**src/rtl/seg7_capture_if.sv**
```systemverilog
// Multiplexed 7-segment bus as seen by the capture block: the scanned
// segment/digit-enable lines come in, recovered digit state and pulses go out.
interface seg7_capture_if #(
    parameter int NDIG = 4
);
    logic [6:0]        seg_in;
    logic [NDIG-1:0]   dig_en;
    logic [4*NDIG-1:0] digits;
    logic [NDIG-1:0]   digit_valid;
    logic              upd;
    logic              err;
    logic              frame_done;

    // master drives the display bus and observes the recovered state
    modport master (
        output seg_in, dig_en,
        input  digits, digit_valid, upd, err, frame_done
    );

    // slave is the capture block itself
    modport slave (
        input  seg_in, dig_en,
        output digits, digit_valid, upd, err, frame_done
    );
endinterface

```
**src/rtl/seg7_capture.sv**
```systemverilog
// Recovers per-digit hex values from a time-multiplexed active-high
// 7-segment bus. A pattern must be held for STABLE_CYC consecutive samples
// before it is decoded, which filters scan-transition ghosting. Capture
// produces one-cycle upd/err/frame_done pulses; all outputs are registered.
module seg7_capture #(
    parameter int NDIG       = 4,
    parameter int STABLE_CYC = 4
) (
    input logic           clk,
    input logic           rst,
    seg7_capture_if.slave bus
);
    localparam int        SW      = NDIG + 7;
    localparam logic [7:0] CNT_MAX = 8'(STABLE_CYC - 1);
    // Capture fires on the cycle the counter steps onto CNT_MAX.
    localparam logic [7:0] CNT_CAP = 8'(STABLE_CYC - 2);

    // Returns {legal, value}; legal=0 for blank and illegal patterns.
    function automatic logic [4:0] decode(input logic [6:0] p);
        case (p)
            7'h7E:   decode = 5'h10;
            7'h30:   decode = 5'h11;
            7'h6D:   decode = 5'h12;
            7'h79:   decode = 5'h13;
            7'h33:   decode = 5'h14;
            7'h5B:   decode = 5'h15;
            7'h5F:   decode = 5'h16;
            7'h70:   decode = 5'h17;
            7'h7F:   decode = 5'h18;
            7'h7B:   decode = 5'h19;
            7'h77:   decode = 5'h1A;
            7'h1F:   decode = 5'h1B;
            7'h4E:   decode = 5'h1C;
            7'h3D:   decode = 5'h1D;
            7'h4F:   decode = 5'h1E;
            7'h47:   decode = 5'h1F;
            default: decode = 5'h00;
        endcase
    endfunction

    logic [SW-1:0]     s_q;
    logic [SW-1:0]     p_q;
    logic [7:0]        cnt;
    logic [4*NDIG-1:0] digits_q;
    logic [NDIG-1:0]   valid_q;
    logic [NDIG-1:0]   seen_q;
    logic              upd_q;
    logic              err_q;
    logic              fd_q;

    logic              capture;
    logic [NDIG-1:0]   cap_en;
    logic [6:0]        cap_seg;
    logic              one_hot;
    logic              multi_hot;
    logic [4:0]        dec;
    logic [NDIG-1:0]   seen_next;

    // Capture qualification and decode of the registered sample
    always_comb begin
        cap_en    = s_q[SW-1:7];
        cap_seg   = s_q[6:0];
        capture   = (s_q == p_q) && (cnt == CNT_CAP);
        one_hot   = (cap_en != '0) && ((cap_en & (cap_en - NDIG'(1))) == '0);
        multi_hot = (cap_en != '0) && !one_hot;
        dec       = decode(cap_seg);
        seen_next = seen_q | cap_en;
    end

    // Input sampling and saturating stability counter
    always_ff @(posedge clk) begin
        if (rst) begin
            s_q <= '0;
            p_q <= '0;
            cnt <= '0;
        end else begin
            s_q <= {bus.dig_en, bus.seg_in};
            p_q <= s_q;
            if (s_q != p_q)
                cnt <= '0;
            else if (cnt != CNT_MAX)
                cnt <= cnt + 8'd1;
        end
    end

    // Digit state, frame tracking and one-cycle status pulses
    always_ff @(posedge clk) begin
        if (rst) begin
            digits_q <= '0;
            valid_q  <= '0;
            seen_q   <= '0;
            upd_q    <= 1'b0;
            err_q    <= 1'b0;
            fd_q     <= 1'b0;
        end else begin
            upd_q <= 1'b0;
            err_q <= 1'b0;
            fd_q  <= 1'b0;
            if (capture && multi_hot) begin
                // Ambiguous enable: flag it and leave digit state alone.
                err_q <= 1'b1;
            end else if (capture && one_hot) begin
                upd_q <= 1'b1;
                for (int i = 0; i < NDIG; i++) begin
                    if (cap_en[i]) begin
                        if (dec[4]) begin
                            digits_q[4*i +: 4] <= dec[3:0];
                            valid_q[i]         <= 1'b1;
                        end else begin
                            // Blank or garbage: keep the last value, mark stale.
                            valid_q[i] <= 1'b0;
                            if (cap_seg != 7'h00)
                                err_q <= 1'b1;
                        end
                    end
                end
                if (&seen_next) begin
                    fd_q   <= 1'b1;
                    seen_q <= '0;
                end else begin
                    seen_q <= seen_next;
                end
            end
        end
    end

    assign bus.digits      = digits_q;
    assign bus.digit_valid = valid_q;
    assign bus.upd         = upd_q;
    assign bus.err         = err_q;
    assign bus.frame_done  = fd_q;
endmodule

```
**src/flat_wrapper.sv**
```systemverilog
// flat-port wrapper written by rule: the top's interface ports become plain ports
module seg7_capture_flat 
#(
    parameter int NDIG       = 4,
    parameter int STABLE_CYC = 4
)
  (clk, rst, bus_seg_in, bus_dig_en, bus_digits, bus_digit_valid, bus_upd, bus_err, bus_frame_done);
  seg7_capture_if #(.NDIG(NDIG)) bus_i ();
  input logic clk;
  input logic rst;
  input wire logic [$bits(bus_i.seg_in)-1:0] bus_seg_in;
  input wire logic [$bits(bus_i.dig_en)-1:0] bus_dig_en;
  output wire logic [$bits(bus_i.digits)-1:0] bus_digits;
  output wire logic [$bits(bus_i.digit_valid)-1:0] bus_digit_valid;
  output wire logic [$bits(bus_i.upd)-1:0] bus_upd;
  output wire logic [$bits(bus_i.err)-1:0] bus_err;
  output wire logic [$bits(bus_i.frame_done)-1:0] bus_frame_done;
  assign bus_i.seg_in = bus_seg_in;
  assign bus_i.dig_en = bus_dig_en;
  assign bus_digits = bus_i.digits;
  assign bus_digit_valid = bus_i.digit_valid;
  assign bus_upd = bus_i.upd;
  assign bus_err = bus_i.err;
  assign bus_frame_done = bus_i.frame_done;
  seg7_capture #(.NDIG(NDIG), .STABLE_CYC(STABLE_CYC)) u_core (.clk(clk), .rst(rst), .bus(bus_i));
endmodule
```
**config.mk**
```make
export PLATFORM = sky130hd
export DESIGN_NAME = seg7_capture_flat
export DESIGN_NICKNAME = d
export VERILOG_FILES = /design/src/rtl/seg7_capture_if.sv /design/src/rtl/seg7_capture.sv /design/src/flat_wrapper.sv
export SDC_FILE = /design/constraint.sdc
export NUM_CORES = 1
export LEC_CHECK = 0
export BUFFER_PORTS_ARGS = -buffer_cell sky130_fd_sc_hd__buf_2
export CAP_MARGIN = 10
export CORE_MARGIN = 2
export CORE_UTILIZATION = 40
export DETAILED_ROUTE_END_ITERATION = 10
export GPL_ROUTABILITY_DRIVEN = 1
export GPL_TIMING_DRIVEN = 0
export PLACE_DENSITY = 0.69
export SYNTH_ARGS = -nofsm -noshare
export SYNTH_HDL_FRONTEND = slang
export SYNTH_SLANG_ARGS = --single-unit
```
**constraint.sdc**
```tcl
create_clock -name clk -period 3.1 [get_ports clk]
set_input_delay 0.31 -clock clk [delete_from_list [all_inputs] [get_ports clk]]
set_output_delay 0.31 -clock clk [all_outputs]
set_load 0.1 [all_outputs]
```
==> run_summary.xml, run 1 <==
<?xml version="1.0" encoding="UTF-8"?>
<metrics>
  <group name="timing">
    <metric name="setup-violations-final" unit="">0</metric>
    <metric name="timing.final.hold_violations" unit="">0</metric>
    <metric name="maxClockFrequency" unit="GHz">0.454</metric>
    <metric name="post-route-min-period" unit="ns">2.20</metric>
    <metric name="holdWs" unit="ns">0.170</metric>
    <metric name="fin_worst_skew" unit="ns">0.0146</metric>
    <metric name="fraction_of_the_cycle_the_final_worst_path_needs" unit="%">71.0</metric>
    <metric name="setup_slack" unit="ns">0.899</metric>
    <metric name="tns" unit="ns">0</metric>
    <metric name="rsz0062_at_grt" unit="">false</metric>
    <metric name="timing.final.max_slew_violations" unit="">0</metric>
    <metric name="tightest_slew" unit="ns">0.764</metric>
    <metric name="max-slew-margin-rel" unit="%">48.6</metric>
  </group>
  <group name="detailed_routing">
    <metric name="wirelength" unit="mm">5.26</metric>
    <metric name="ant_nets" unit="">0</metric>
    <metric name="drt_pre_antenna_iters" unit="">4</metric>
    <metric name="initialDrtViolationCount" unit="">92</metric>
    <metric name="avgRoutedWirePerCell" unit="um">13.1</metric>
    <metric name="post-route-drc-count" unit="">0</metric>
    <metric name="number_of_vias_per_cell_after_detailed_routing" unit="">5.05</metric>
    <metric name="vias" unit="">2031</metric>
  </group>
  <group name="global_routing">
    <metric name="via_count_of_the_first_global_routing_pass" unit="">1843</metric>
    <metric name="grt_max_degree" unit="">11</metric>
    <metric name="grt_antenna_before_repair" unit="">0</metric>
    <metric name="grt_overflow" unit="">0</metric>
    <metric name="grt.total_usage" unit="%">15.8</metric>
    <metric name="first_pass_grt_wire_length" unit="mm">8.73</metric>
  </group>
  <group name="placement">
    <metric name="dp_slack" unit="ns">0.923</metric>
    <metric name="port-buffer-count" unit="">35</metric>
    <metric name="dp.final_hpwl" unit="mm">3.75</metric>
    <metric name="place.gp.congestion" unit="">0.869</metric>
  </group>
  <group name="yosys">
    <metric name="synthesized_flop_and_latch_total" unit="">57</metric>
    <metric name="synth-async-reset-ratio" unit="%">0</metric>
    <metric name="avgSynthCellArea" unit="um2">9.17</metric>
    <metric name="postSynthCellCount" unit="">276</metric>
    <metric name="synth_warnings" unit="">0</metric>
    <metric name="yosys-top-cells-area" unit="">dfxtp_1 45%, nor2b_1 5.9%, xnor2_1 4.8%, nand3_1 3.6%, nand2b_1 3.2%</metric>
    <metric name="synth.yosys.seq_area_share" unit="%">45.1</metric>
    <metric name="synth-edff-count" unit="">0</metric>
    <metric name="synth_top_area_share" unit="%">45.1</metric>
    <metric name="synth.largest_area_cell" unit="">dfxtp_1</metric>
    <metric name="dominantRegCellSynth" unit="">dfxtp_1</metric>
    <metric name="syn-num-nets" unit="">291</metric>
    <metric name="netlist-cell-type-count" unit="">50</metric>
    <metric name="syn-cell-area" unit="um2">2530</metric>
  </group>
  <group name="status">
    <metric name="run_status" unit="">finished clean</metric>
  </group>
  <group name="clock_network">
    <metric name="root_buffer" unit="">clkbuf_8</metric>
    <metric name="cts_setup_buffers" unit="">0</metric>
    <metric name="hold_buffer_count_at_cts" unit="">0</metric>
    <metric name="cts_tree" unit="">done</metric>
    <metric name="clockBufferDepth" unit="">2</metric>
    <metric name="cts.sinks" unit="">57</metric>
    <metric name="cts-htree-levels" unit="">3</metric>
    <metric name="clock_latency" unit="ns">0.34</metric>
    <metric name="clkSlewWorstSetupHoldPaths" unit="ns">0.07</metric>
    <metric name="cts_buffers" unit="">9</metric>
    <metric name="postCtsResizedCells" unit="">0</metric>
  </group>
  <group name="cells_and_area">
    <metric name="drive_gt1_share" unit="%">22.0</metric>
    <metric name="most_common_library_cell_in_the_layout_ignoring_fill_and_taps" unit="">dfxtp_1</metric>
    <metric name="antenna_cells" unit="">0</metric>
    <metric name="fillCellCount" unit="">578</metric>
    <metric name="design.final.nets" unit="">337</metric>
    <metric name="layout.cells.most_common_list" unit="">57 x dfxtp_1, 42 x buf_2, 24 x nor2b_1</metric>
    <metric name="final_util" unit="%">49.5</metric>
    <metric name="synthToLayoutAreaGrowth" unit="%">17.8</metric>
  </group>
  <group name="hold_path">
    <metric name="number_of_instances_on_the_worst_hold_path" unit="">2</metric>
    <metric name="min-delay-path-class" unit="">in2reg</metric>
  </group>
  <group name="setup_path">
    <metric name="worst_setup_path_start_kind" unit="">flop</metric>
    <metric name="crit_type" unit="">reg2reg</metric>
    <metric name="timing.critical_path.required" unit="ns">3.31</metric>
    <metric name="r2r.worst_path.cells" unit="">7</metric>
    <metric name="crit_path_end_kind" unit="">flop</metric>
    <metric name="arrival" unit="ns">2.41</metric>
    <metric name="crit_path_max_fanout" unit="">10</metric>
  </group>
  <group name="die">
    <metric name="design.die.area" unit="um2">6980</metric>
    <metric name="die_x" unit="um">83.6</metric>
    <metric name="design.portCount" unit="">36</metric>
    <metric name="initial_core_util" unit="%">42.0</metric>
    <metric name="core" unit="um2">6030</metric>
    <metric name="chipHeight" unit="um">83.6</metric>
    <metric name="std_cell_rows" unit="">28</metric>
  </group>
  <group name="pwr">
    <metric name="post-layout-total-power" unit="mW">1.49</metric>
    <metric name="ir_worst_vdd" unit="V">0.000282</metric>
    <metric name="cellLeakagePower" unit="nW">1.13</metric>
    <metric name="power_density" unit="nW/um2">499</metric>
  </group>
  <group name="flow_run">
    <metric name="maxCapViolations" unit="">0</metric>
  </group>
</metrics>
## power breakdown
group	internal [mW]	switching, mW	total, mW
sequential	0.746	0.00810	0.754
clock	0.329	0.303	0.631
combinational	0.0456	0.0558	0.101
## cell usage after synthesis, drive strengths merged (3+ instances only)
master   n
o21ai    5
nor2    17
xnor2   14
nor3     4
a21boi   5
o32ai    6
nand2   16
o22ai   10
and2     5
clkbuf   6
nor4     5
inv     12
mux2i    3
dfxtp   57
and3     3
xor2     5
a21oi    6
buf     12
nand3   18
nand2b  13
nor2b   24
## per-layer routing
layer / up-vias / global-route usage, % / wire, um
li1: 1044 / - / -
met1: 915 / 21.3 / 2680
met2: 62 / 22.5 / 2180
met3: 10 / 4.55 / 298
met4: 0 / 8.50 / 111
met5: - / 0 / 0
## worst max-delay path, stage by stage, from the launching register on
cell,delay [ns]
dfxtp_1,0.33
buf_2,0.22
xnor2_1,0.14
nand3_1,0.12
nor3_1,0.43
nand3_1,0.36
nor2b_1,0.34
o32ai_1,0.12
## registers in the layout, summed over array words and instances, names as in the netlist
signal	count
u_core.bus.upd	1
u_core.s_q	11
u_core.bus.err	1
u_core.p_q	11
u_core.bus.digits	16
u_core.bus.digit_valid	4
u_core.seen_q	4
u_core.bus.frame_done	1
u_core.cnt	8
## final timing paths
| path | from | endpoint | slack, ns |
|---|---|---|---|
| worst max register to register | u_core.s_q[7] | u_core.bus.digits[11] | 0.90 |
| worst min register to register | u_core.bus.digit_valid[1] | u_core.bus.digit_valid[1] | 0.46 |
| worst min-delay path | bus_seg_in[4] | u_core.s_q[4] | 0.17 |
| worst max-delay path | u_core.s_q[7] | u_core.bus.digits[11] | 0.90 |
## final cells by class
| cell class | count | area (um2) | share of cell area, % |
|---|---|---|---|
| repair buffers | 35 | 175 | 5.87 |
| clock buffers | 11 | 151 | 5.08 |
| clock inverters | 5 | 30.0 | 1.01 |
| flip-flops and latches | 57 | 1140 | 38.3 |
| well taps | 75 | 93.8 | 3.15 |
| plain buffers | 18 | 95.1 | 3.19 |
| multi-input cells | 189 | 1250 | 41.9 |
| inverters | 12 | 45.0 | 1.51 |
## through the flow
step / std cells / cell area, um2
floorplan: 276 / 2530
global placement: 386 / 2800
detailed placement: 386 / 2800
CTS: 402 / 2980
global route: 402 / 2980
finish: 402 / 2980
## cells by family (layout without fill, tap and decap cells)
| logic type | Yosys count | in the layout | synth area share (%) |
|---|---|---|---|
| multiplexers | 3 | 3 | 1.19 |
| AND/OR/NAND/NOR | 119 | 119 | 26.9 |
| buffers and inverters | 30 | 81 | 5.54 |
| XOR/XNOR | 19 | 19 | 6.57 |
| flip-flops | 57 | 57 | 45.1 |
| adder cells (fa/ha/maj) | 3 | 3 | 1.38 |
| AO/OA/AOI/OAI | 45 | 45 | 13.3 |
(Power assumes the default switching activity.)
==> run 2, diff against run 1 <==
--- a/config.mk
+++ b/config.mk
@@ -5,6 +5,7 @@
 export SDC_FILE = /design/constraint.sdc
 export NUM_CORES = 1
 export LEC_CHECK = 0
+export ABC_AREA = 1
 export BUFFER_PORTS_ARGS = -buffer_cell sky130_fd_sc_hd__buf_2
 export CAP_MARGIN = 10
 export CORE_MARGIN = 2
==> constraint.sdc (replaced) <==
create_clock -name clk -period 2.3 [get_ports clk]
set_input_delay 0.23 -clock clk [delete_from_list [all_inputs] [get_ports clk]]
set_output_delay 0.23 -clock clk [all_outputs]
set_load 0.1 [all_outputs]
==> run 2 against run 1 <==
Total power increased by 41%. Die area increased by 2.4%. Highest routed layer unchanged. Final cell count increased by 22%. Sequential power increased by 35%. Clock power increased by 50%. Worst hold slack got worse by 0.071 ns. Sequential share of layout area decreased by 1.1 points. Sequential cell count unchanged. Wire length decreased by 0.74%. Combinational power increased by 21%. Via count increased by 11%. Largest cell class unchanged.
==> run_summary.xml, run 2 <==
<?xml version="1.0" encoding="UTF-8"?>
<metrics>
  <group name="placement">
    <metric name="port-buffer-count" unit="">34</metric>
    <metric name="dp.final_hpwl" unit="mm">4.07</metric>
    <metric name="place_inst" unit="">476</metric>
    <metric name="place.gp.congestion" unit="">0.900</metric>
  </group>
  <group name="setup_path">
    <metric name="arrival" unit="ns">1.97</metric>
    <metric name="crit_type" unit="">reg2reg</metric>
    <metric name="worst_setup_path_start_kind" unit="">flop</metric>
    <metric name="critical_path.most_common_cell" unit="">nor2_4</metric>
    <metric name="crit_path_buffers_inverters" unit="">1</metric>
    <metric name="critical_path.max_stage_delay" unit="ns">0.33</metric>
    <metric name="path_cells" unit="">inv_1, ha_1, nor3b_2, nand2_4, nor2_4, nand3_4, nor2_4, nand2_2, nand2_1, a21oi_1</metric>
    <metric name="worst-r2r-setup-slack" unit="ns">0.53</metric>
    <metric name="critPathSlowestCell" unit="">dfxtp_1</metric>
    <metric name="crit_path_end_kind" unit="">flop</metric>
    <metric name="crit_path_max_fanout" unit="">6</metric>
    <metric name="timing.critical_path.required" unit="ns">2.50</metric>
    <metric name="worst_path_dominant_cell_family" unit="">simple AND/OR/NAND/NOR gates</metric>
  </group>
  <group name="yosys">
    <metric name="syn-num-nets" unit="">380</metric>
    <metric name="yosys-top-cells-area" unit="">dfxtp_1 44%, nand2_1 15%, nor2_1 8.5%, inv_1 5.5%, a21oi_1 4.1%</metric>
    <metric name="netlist-cell-type-count" unit="">28</metric>
    <metric name="syn-cell-area" unit="um2">2590</metric>
    <metric name="synthesized_flop_and_latch_total" unit="">57</metric>
    <metric name="dominantRegCellSynth" unit="">dfxtp_1</metric>
    <metric name="synth_warnings" unit="">0</metric>
    <metric name="synth-edff-count" unit="">0</metric>
    <metric name="post_synth_most_frequent_cells" unit="">101 x nand2_1, 59 x nor2_1, 57 x dfxtp_1</metric>
    <metric name="post-synth-top-count-cell" unit="">nand2_1</metric>
    <metric name="avgSynthCellArea" unit="um2">7.11</metric>
    <metric name="synth_top_area_share" unit="%">44.0</metric>
    <metric name="synth-async-reset-ratio" unit="%">0</metric>
    <metric name="postSynthCellCount" unit="">365</metric>
    <metric name="synth.largest_area_cell" unit="">dfxtp_1</metric>
    <metric name="synth.yosys.seq_area_share" unit="%">44.0</metric>
  </group>
  <group name="clock_network">
    <metric name="cts-htree-levels" unit="">3</metric>
    <metric name="postCtsResizedCells" unit="">0</metric>
    <metric name="cts.sinks" unit="">57</metric>
    <metric name="hold_buffer_count_at_cts" unit="">0</metric>
    <metric name="cts_setup_buffers" unit="">0</metric>
    <metric name="clkSlewWorstSetupHoldPaths" unit="ns">0.06</metric>
    <metric name="cts_buffers" unit="">9</metric>
    <metric name="clock_latency" unit="ns">0.33</metric>
    <metric name="root_buffer" unit="">clkbuf_8</metric>
    <metric name="clockBufferDepth" unit="">2</metric>
    <metric name="cts_tree" unit="">done</metric>
  </group>
  <group name="global_routing">
    <metric name="first_pass_grt_wire_length" unit="mm">9.37</metric>
    <metric name="grt_antenna_before_repair" unit="">0</metric>
    <metric name="grt.total_usage" unit="%">16.3</metric>
    <metric name="grt_max_degree" unit="">11</metric>
    <metric name="grt_overflow" unit="">0</metric>
    <metric name="via_count_of_the_first_global_routing_pass" unit="">2257</metric>
  </group>
  <group name="detailed_routing">
    <metric name="number_of_vias_per_cell_after_detailed_routing" unit="">4.57</metric>
    <metric name="post-route-drc-count" unit="">0</metric>
    <metric name="drt_pre_antenna_iters" unit="">4</metric>
    <metric name="vias" unit="">2250</metric>
    <metric name="avgRoutedWirePerCell" unit="um">10.6</metric>
    <metric name="initialDrtViolationCount" unit="">87</metric>
    <metric name="ant_nets" unit="">0</metric>
    <metric name="wirelength" unit="mm">5.23</metric>
  </group>
  <group name="timing">
    <metric name="setup-violations-final" unit="">0</metric>
    <metric name="maxClockFrequency" unit="GHz">0.564</metric>
    <metric name="tns" unit="ns">0</metric>
    <metric name="fin_worst_skew" unit="ns">0.00726</metric>
    <metric name="post-route-min-period" unit="ns">1.77</metric>
    <metric name="fraction_of_the_cycle_the_final_worst_path_needs" unit="%">77.1</metric>
    <metric name="tightest_slew" unit="ns">0.516</metric>
    <metric name="rsz0062_at_grt" unit="">false</metric>
    <metric name="timing.final.hold_violations" unit="">0</metric>
    <metric name="timing.final.max_slew_violations" unit="">0</metric>
    <metric name="max-slew-margin-rel" unit="%">65.6</metric>
  </group>
  <group name="pwr">
    <metric name="power_density" unit="nW/um2">682</metric>
    <metric name="power.combinational.fraction" unit="%">5.8</metric>
    <metric name="switching_share" unit="%">21.9</metric>
    <metric name="cellLeakagePower" unit="nW">1.42</metric>
    <metric name="internal-power" unit="mW">1.64</metric>
    <metric name="ir_worst_vdd" unit="V">0.000427</metric>
    <metric name="sequential_power_share" unit="%">48.9</metric>
    <metric name="power.share.clock" unit="%">45.3</metric>
    <metric name="post-layout-total-power" unit="mW">2.09</metric>
    <metric name="p_sw" unit="uW">459</metric>
  </group>
  <group name="cells_and_area">
    <metric name="design.final.nets" unit="">425</metric>
    <metric name="synthToLayoutAreaGrowth" unit="%">18.3</metric>
    <metric name="layout.cells.most_common_list" unit="">101 x nand2_1, 59 x nor2_1, 57 x dfxtp_1</metric>
    <metric name="final_non_filler_cell_total" unit="">492</metric>
    <metric name="fillCellCount" unit="">670</metric>
    <metric name="largest_register_ff_count" unit="">16</metric>
    <metric name="drive_gt1_share" unit="%">21.7</metric>
    <metric name="antenna_cells" unit="">0</metric>
    <metric name="most_common_library_cell_in_the_layout_ignoring_fill_and_taps" unit="">nand2_1</metric>
  </group>
  <group name="die">
    <metric name="design.portCount" unit="">36</metric>
    <metric name="chipHeight" unit="um">84.5</metric>
    <metric name="core" unit="um2">6310</metric>
    <metric name="die_x" unit="um">84.5</metric>
    <metric name="std_cell_rows" unit="">29</metric>
    <metric name="initial_core_util" unit="%">41.1</metric>
    <metric name="design.die.area" unit="um2">7150</metric>
  </group>
  <group name="hold_path">
    <metric name="min-delay-path-class" unit="">in2reg</metric>
  </group>
  <group name="status">
    <metric name="run_status" unit="">finished clean</metric>
  </group>
  <group name="flow_run">
    <metric name="maxCapViolations" unit="">0</metric>
  </group>
</metrics>
[run 2: final cells by class]
cell class	instances	area (um2)	area share, %
plain buffers	6	23.8	0.775
clock buffers	14	173	5.63
clock inverters	2	35.0	1.14
inverters	53	200	6.52
multi-input cells	249	1230	40.1
flip-flops and latches	57	1140	37.2
well taps	77	96.3	3.14
repair buffers	34	170	5.54
[run 2: stage by stage]
step / cell area [um2] / setup slack (ns) / hold slack, ns / util [%]
after detailed placement: 2860 / 0.532 / 0.439 / 45.3
after floorplan: 2590 / 0.708 / 0.337 / -
after global placement: 2860 / 0.531 / 0.430 / 45.3
after global routing: 3070 / 0.331 / 0.102 / 48.6
after CTS: 3070 / 0.518 / 0.0890 / 48.6
final: 3070 / 0.526 / 0.0994 / 48.6
[run 2: power by group through the flow]
stage | combinational, mW | clock, mW | sequential [mW]
detailed placement | 0.123 | 0 | 1.04
floorplan | 0.0926 | 0 | 1.04
finish | 0.122 | 0.948 | 1.02
CTS | 0.123 | 0.978 | 1.02
global route | 0.142 | 1.02 | 1.02
global placement | 0.121 | 0 | 1.04
[run 2: worst paths after layout]
path | from | end | depth (start not counted)
setup / recovery | u_core.cnt[0] | u_core.bus.digits[15] | 10
hold / removal | bus_seg_in[2] | u_core.s_q[2] | 3
setup reg to reg | u_core.cnt[0] | u_core.bus.digits[15] | 10
hold reg to reg | u_core.seen_q[2] | u_core.seen_q[2] | 2
[run 2: worst register-to-register path: stages, from the launching register on]
cell and delay [ns]:
dfxtp_1 0.33, inv_1 0.08, ha_1 0.15, nor3b_2 0.22
nand2_4 0.08, nor2_4 0.15, nand3_4 0.16, nor2_4 0.21
nand2_2 0.13, nand2_1 0.09, a21oi_1 0.05
[run 2: logic make-up (layout without fill, tap and decap cells)]
kind of cell,count (synthesis),in the layout,share of synthesized area [%]
DFF,57,57,44.0
buffers and inverters,59,109,8.63
adders and majority gates,2,2,0.964
xor gates and xnor gates,8,8,2.70
and+or+nand+nor,213,213,38.1
AOI/OAI and AO/OA,26,26,5.59
[run 2: layer usage]
layer | share of wire, % | GRT usage (%) | vias up
li1 | - | - | 1203
met1 | 45 | 19.1 | 994
met2 | 49 | 27.0 | 46
met3 | 4.5 | 6.19 | 7
met4 | 1.4 | 6.64 | 0
met5 | 0 | 0 | -
